**config.mk**
```make
export PLATFORM = sky130hd
export DESIGN_NAME = add_rr_arbiter
export DESIGN_NICKNAME = d
export VERILOG_FILES = /design/src/rtl/add_rr_arbiter.sv
export SDC_FILE = /design/constraint.sdc
export NUM_CORES = 1
export LEC_CHECK = 0
export ABC_CLOCK_PERIOD_IN_PS = 5600
export CORE_ASPECT_RATIO = 0.8
export CORE_MARGIN = 10
export CORE_UTILIZATION = 30
export CTS_BUF_LIST = sky130_fd_sc_hd__clkbuf_4 sky130_fd_sc_hd__clkbuf_8
export DETAILED_ROUTE_END_ITERATION = 8
export PLACE_DENSITY_LB_ADDON = 0.3
export SLEW_MARGIN = 10
export SYNTH_ARGS = -nofsm -noshare
export SYNTH_HDL_FRONTEND = slang
export SYNTH_SLANG_ARGS = --single-unit
```
**constraint.sdc**
```tcl
create_clock -name clk -period 5.6 [get_ports clk]
set_input_delay 1.12 -clock clk [delete_from_list [all_inputs] [get_ports clk]]
set_output_delay 1.12 -clock clk [all_outputs]
set_load 0.01 [all_outputs]
```
**src/rtl/add_rr_arbiter.sv**
```systemverilog
// add_rr_arbiter: round-robin sharing of one external signed adder among
// N_REQ requesters. The winner's operands are driven to the adder in the same
// cycle, and the sum is captured with the winner's ID in a one-entry output
// register that has a valid/ready handshake.
module add_rr_arbiter #(
    parameter int N_REQ = 4,
    parameter int DW    = 19,
    parameter bit SAT   = 1'b0,
    localparam int RW   = (N_REQ > 1) ? $clog2(N_REQ) : 1
) (
    input  logic                  clk,
    input  logic                  rst,
    input  logic [N_REQ-1:0]      req_valid,
    output logic [N_REQ-1:0]      req_ready,
    input  logic [N_REQ*DW-1:0]   req_data1,
    input  logic [N_REQ*DW-1:0]   req_data2,
    output logic [DW-1:0]         add_data1,
    output logic [DW-1:0]         add_data2,
    input  logic [DW-1:0]         add_result,
    output logic                  res_valid,
    input  logic                  res_ready,
    output logic [DW-1:0]         res_data,
    output logic [RW-1:0]         res_id,
    output logic                  res_ovf
);

    // Largest and smallest representable signed DW-bit values.
    localparam logic [DW-1:0] SUM_MAX = {1'b0, {(DW-1){1'b1}}};
    localparam logic [DW-1:0] SUM_MIN = {1'b1, {(DW-1){1'b0}}};

    logic [RW-1:0] ptr_q, ptr_d;
    logic          res_valid_q, res_valid_d;
    logic [DW-1:0] res_data_q, res_data_d;
    logic [RW-1:0] res_id_q, res_id_d;
    logic          res_ovf_q, res_ovf_d;

    logic [RW-1:0] gnt_s;
    logic          any_s;
    logic          can_acc_s;
    logic          xfer_s;
    logic          ovf_s;

    // Requester index 'off' positions after 'base', wrapping at N_REQ.
    function automatic logic [RW-1:0] rot_idx(input logic [RW-1:0] base, input int off);
        int s;
        s = int'(base) + off;
        s = (s >= N_REQ) ? (s - N_REQ) : s;
        return RW'(s);
    endfunction

    // Value to store for a sum: clamped on overflow when saturation is on.
    // 'neg' is the shared sign of the operands (only meaningful on overflow).
    function automatic logic [DW-1:0] fix_sum(input logic [DW-1:0] sum,
                                              input logic ovf, input logic neg);
        logic [DW-1:0] r;
        if (SAT && ovf) begin
            r = neg ? SUM_MIN : SUM_MAX;
        end else begin
            r = sum;
        end
        return r;
    endfunction

    // Round-robin search: the closest valid requester at or after ptr wins.
    always_comb begin
        gnt_s = ptr_q;
        any_s = 1'b0;
        // Walk from the farthest offset down so the nearest hit is kept last.
        for (int k = N_REQ - 1; k >= 0; k--) begin
            gnt_s = req_valid[rot_idx(ptr_q, k)] ? rot_idx(ptr_q, k) : gnt_s;
            any_s = any_s | req_valid[rot_idx(ptr_q, k)];
        end
    end

    // Handshake outputs and shared-adder operand drive.
    always_comb begin
        can_acc_s = !res_valid_q || res_ready;
        xfer_s    = can_acc_s && any_s && !rst;
        req_ready = '0;
        add_data1 = {DW{1'b0}};
        add_data2 = {DW{1'b0}};
        if (xfer_s) begin
            req_ready[gnt_s] = 1'b1;
            add_data1        = req_data1[int'(gnt_s)*DW +: DW];
            add_data2        = req_data2[int'(gnt_s)*DW +: DW];
        end else begin
            req_ready = '0;
        end
        // Signed overflow: operands agree in sign but the sum does not.
        ovf_s = (add_data1[DW-1] == add_data2[DW-1]) &&
                (add_result[DW-1] != add_data1[DW-1]);
    end

    // Next state for the output stage and the round-robin pointer.
    always_comb begin
        res_valid_d = res_valid_q;
        res_data_d  = res_data_q;
        res_id_d    = res_id_q;
        res_ovf_d   = res_ovf_q;
        ptr_d       = ptr_q;
        if (xfer_s) begin
            res_valid_d = 1'b1;
            res_data_d  = fix_sum(add_result, ovf_s, add_data1[DW-1]);
            res_id_d    = gnt_s;
            res_ovf_d   = ovf_s;
            ptr_d       = rot_idx(gnt_s, 1);
        end else if (res_valid_q && res_ready) begin
            // Drained with nothing new: data fields keep their last value.
            res_valid_d = 1'b0;
        end else begin
            res_valid_d = res_valid_q;
        end
    end

    // State registers with synchronous reset; a pending result is dropped.
    always_ff @(posedge clk) begin
        if (rst) begin
            ptr_q       <= {RW{1'b0}};
            res_valid_q <= 1'b0;
            res_data_q  <= {DW{1'b0}};
            res_id_q    <= {RW{1'b0}};
            res_ovf_q   <= 1'b0;
        end else begin
            ptr_q       <= ptr_d;
            res_valid_q <= res_valid_d;
            res_data_q  <= res_data_d;
            res_id_q    <= res_id_d;
            res_ovf_q   <= res_ovf_d;
        end
    end

    assign res_valid = res_valid_q;
    assign res_data  = res_data_q;
    assign res_id    = res_id_q;
    assign res_ovf   = res_ovf_q;

endmodule

```
After elaboration in Yosys (flattened, before gate mapping)
Index checks and enable logic that the tools add are counted.
{ "totals": {"ff_bits": 25, "output_inout_bits": 65, "elab_cells": 66} }
{ "classes": {"n_addsub": 9, "multipliers": 1, "n_lt_le_gt_ge": 11, "n_eq_ne": 2, "shift": 2, "mux": 24, "bitwise": 3, "reduce_logical": 9} }
{ "ops": {"columns": ["cell", "count"], "rows": [
  ["$shiftx 76x32->19", 1],
  ["$shiftx 76x8->19", 1],
  ["$mux 19", 2],
  ["$mux 2", 9],
  ["$lt 2x3->1 const B", 5],
  ["$ge 3x3->1 const B", 4],
  ["$sub 2x1->2 const B", 5],
  ["$bmux 1 s2", 4],
  ["$mul 2x5->7 const B", 1],
  ["$mux 1", 7],
  ["$add 2x1->3 const B", 2],
  ["$add 2x2->3 const B", 2],
  ["$logic_and 1x1->1", 5],
  ["$mux 4", 1],
  ["$ge 2x3->1 const B", 1],
  ["$or 1x1->1", 3],
  ["$demux 1 s2", 1],
  ["$ge 2x1->1 const B", 1],
  ["$logic_not 1->1", 2],
  ["$reduce_bool 2->1", 1],
  ["$eq 1x1->1", 1],
  ["$logic_or 1x1->1", 1],
  ["$ne 1x1->1", 1]
]} }

Logic depth before layout (Yosys ltp)
{ "depth": {"ltp_word": 14, "ltp_mapped": 10} }

Worst setup path after synthesis
OpenSTA, ideal clock, no wires.
{ "synth_path": {"kind": "input-to-output", "start": "input req_valid[0]", "end": "output add_data1[10]", "t_arrival_ns": 3.057, "t_required_ns": 4.480, "path_slack_ns": 1.423, "path_stages": 9, "path_buffers": 3, "cell_sequence": "nor2b_1 > or4_1 > and2_1 > buf_6 > clkinv_8 > buf_12 > buf_4 > mux4_2 > and2_1"} }
{ "synth_via": {"elab_chain_cells": 9, "elab_cells_between_ends": 20} }
{ "synth_rtl": {"columns": ["item", "line_no", "rtl"], "rows": [
  ["start: declaration", "13", "input logic [N_REQ-1:0] req_valid,"],
  ["$bmux 1 s2", "70", "gnt_s = req_valid[rot_idx(ptr_q, k)] ? rot_idx(ptr_q, k) : gnt_s;"],
  ["$mux 1 (implied by the code)", "70", null],
  ["$mux 2 (3 in series)", "70", null],
  ["$mux 2 (*)", "70", null],
  ["named net gnt_s[1]", "37", "logic [RW-1:0] gnt_s;"],
  ["$mul 2x5->7 (*)", "84", "add_data1 = req_data1[int'(gnt_s)*DW +: DW];"],
  ["$shiftx 76x32->19 (*)", "84", null],
  ["$mux 19 (*)", "82", "if (xfer_s) begin"],
  ["end: declaration", "17", "output logic [DW-1:0] add_data1,"]
]} }
Mark *: on every way through the listed nets, which the timed path passes. The rest lies on a longest branch. The select of a mux whose other input is x is not followed.

Worst setup path after layout
{ "layout_path": {"start": "input req_valid[3]", "end": "output add_data2[9]"} }
{ "layout_via": {"elab_chain_cells": 9, "elab_cells_between_ends": 20} }
{ "layout_rtl": {"columns": ["item", "line_no", "rtl"], "rows": [
  ["$bmux 1 s2", "70, 71", null],
  ["$mux 1 (implied by the code)", "70, 71", null],
  ["$mux 2 (4 in series)", "70", null],
  ["$mul 2x5->7", "85", "add_data2 = req_data2[int'(gnt_s)*DW +: DW];"],
  ["$shiftx 76x8->19", "85", null],
  ["$mux 19 (*)", "82", null],
  ["end: declaration", "18", "output logic [DW-1:0] add_data2,"]
]} }
Every way passes the cells marked *; elsewhere a longest branch is shown, timed or not. The select of a mux whose other input is x is not followed.

==> flow_metrics.tcl <==
set metrics [dict create \
    cts_buffers 3 \
    synth_top_area_cell "mux4_2" \
    postSynthNetCount 411 \
    postCtsHoldBufs 0 \
    synth.distinct_cells 34 \
    port_buffers 242 \
    synth_xor_xnor_area_share 0 \
    fin_skew_ns 0.008778 \
    endpoint "add_data2[9]" \
    critical_path.top_delay_family "buffers and inverters" \
    drt_iter0_markers 111 \
    die_h_um 98.23 \
    critPathMaxStageDelay_ns 0.57 \
    layout-drive-gt1-share 0.1070 \
    setup_viol 0 \
    peakVddDrop_mv 0.08724 \
    clock-sinks 25 \
    grt_max_degree 45 \
    synthAdderAreaFrac 0.02181 \
    placed_cells 559 \
    syn_inst 229 \
    fillerInstances 618 \
    p_per_area_nw_per_um2 188.5 \
    cts_resized 0 \
    cp-start-kind "input port" \
    drv_slew 0 \
    synth-compound-area-share 0.08342 \
    syn_to_final_growth_pct 110.9 \
    fin_crit_sh 0.9274 \
    leakage_nw 1.738 \
    holdCritPathClass "flop to flop" \
    hp-start "res_data[18]" \
    placement_rows 28 \
    path_class "input port to primary output" \
    required_ns 4.48 \
    grt_pass1_vias 3014 \
    ff_latch_area_um2 500.5 \
    via_per_inst 4.879 \
    syn_avg_cell_area_um2 10.02 \
    synth_top_family_by_area "multiplexers" \
    grt_use_total 0.1965 \
    startpoint "req_valid[3]" \
    status "complete, no violations" \
    yosys.area_share.simple 0.2535 \
    dieArea_um2 11570 \
    core_um2 7427 \
    synth.area.top_cells "mux4_2, dfxtp_1, and2_1" \
    cp.arrival_ns 4.07 \
    relSlewSlack 0.6128 \
    path_clk_slew_ns 0.09 \
    crit_buf_inv 3 \
    synth_most_common_cell "and2_1" \
    final_util 0.6514 \
    clockBufferDepth 2 \
    hold_viol 0 \
    wl_per_cell_um 21.38 \
    drc 0 \
    cp_slowest_cell "clkdlybuf4s50_1" \
    die_w_um 117.8 \
    synth_flop_cell "dfxtp_1" \
    worst-r2r-cell-count 8 \
    via_count 2752 \
    fmax_mhz 192.6 \
    power.total_mw 0.9121 \
    gp_congestion 0.8314 \
    globalRoute.totalOverflow 0 \
    nets 641 \
    first_pass_iters 4 \
    synth.area.mux_share 0.3621 \
    cp_cell_sequence "clkdlybuf4s50_1 -> and3b_1 -> or4_1 -> and2_1 -> clkinv_8 -> mux4_2 -> and2_1 -> clkdlybuf4s50_1" \
    crit_fanout 42 \
    multi_input_area_um2 1659 \
    wl_mm 12.06 \
    fin_cells 564 \
    fin_crit_ns 5.193 \
    crit_cells 8 \
    place.detailed.hpwl_mm 10.50 \
    tns_ns 0 \
    tightest_slew_ns 0.5755 \
    layout_setup_ws_ns 0.4067 \
    synth_common_cells "and2_1, mux4_2, dfxtp_1" \
    cts_tree "built" \
    async_flop_share 0 \
    synth_warnings 0 \
    root_buffer "clkbuf_8" \
    rsz0062_at_grt "no" \
    grt_pass1_wl_mm 18.06 \
    antenna_found_initial 3 \
    reg2reg_setup_slack_ns 3.07 \
    synth_edf_count 0 \
    io_pins 243 \
    insertion_delay_ns 0.27 \
    r2r_start "ptr_q[1]" \
    yosysTopAreaCellShare 0.3533 \
    initial_utilization 0.3090 \
    ys_ff_latch 25 \
    htree_levels 1 \
    synth.yosys.seq_area_share 0.2181 \
    placement.setup.worst_slack_ns 0.3734 \
    post_cts_buffers 0 \
    cp-end-kind "primary output" \
    ant_nets 0 \
    regToRegEndpoint "res_ovf" \
    netlist_area_um2 2295 \
    cap_viol_max_count 0 \
]
[layout by cell type (no fill, tap or decap), types with 2 or more instances in the layout]
master           count
nor2b_1              4
a21oi_1              4
clkdlybuf4s50_1    242
and2_1              41
nand2_1             22
clkbuf_8             3
nand2b_1            18
mux2i_1              2
nor2_1               7
o21ai_0             22
dfxtp_1             25
inv_1                2
mux4_2              36
nand3b_1             2
or3_1                2
a22o_1               2
buf_4                4
ha_1                 4
[tightest hold or removal path, cell delays in order (launching register included)]
cell and delay, ns:
dfxtp_1 0.32, nand2_1 0.05, a21oi_1 0.05
[where the power goes]
part | internal, mW | total [mW] | switching (mW)
Combinational | 0.378 | 0.598 | 0.220
Sequential | 0.196 | 0.208 | 0.0111
Clock | 0.0504 | 0.107 | 0.0564
[per-layer routing]
layer | global-route usage | vias up | wire length, µm
met4 | 0.04175 | 4 | 226
li1 | - | 1294 | -
met3 | 0.09839 | 20 | 1350
met5 | 0 | - | 34
met2 | 0.3649 | 135 | 6283
met1 | 0.1934 | 1299 | 4162
[stage by stage]
stage	instance area, µm²	hold WS (ns)
after floorplan	2295	0.4805
after detailed placement	4787	0.4617
final	4838	0.4683
after global placement	4787	0.4439
after CTS	4836	0.4748
after global routing	4836	0.4957
[state kept, by name, summed over array words and instances, names as in the netlist]
signal / flops
res_valid: 1
res_ovf: 1
ptr_q: 2
res_data: 19
res_id: 2
[cells by family (layout without fill, tap and decap cells)]
logic type               after synthesis  in the layout
adder cells (fa/ha/maj)                4              4
AO/OA/AOI/OAI                         33             33
buffers and inverters                 25            254
flip-flops                            25             25
multiplexers                          38             38
other                                  0              1
AND/OR/NAND/NOR                      104            104
[worst min path at each step]
stage / end / depth (start not counted)
floorplan: res_data[18] / 2
detailed placement: res_data[18] / 2
global placement: res_data[18] / 2
CTS: res_data[18] / 2
global route: res_data[18] / 2
finish: res_data[18] / 2
[layout make-up]
type / count / area share
multi-input cells: 179 / 0.3429
inverters: 3 / 0.004913
clock inverters: 1 / 0.001552
clock buffers: 3 / 0.008534
well taps: 105 / 0.02715
diodes: 1 / 0.0005172
repair buffers: 247 / 0.5110
flip-flops and latches: 25 / 0.1034
Note: power is estimated with default switching activity, not from simulation.
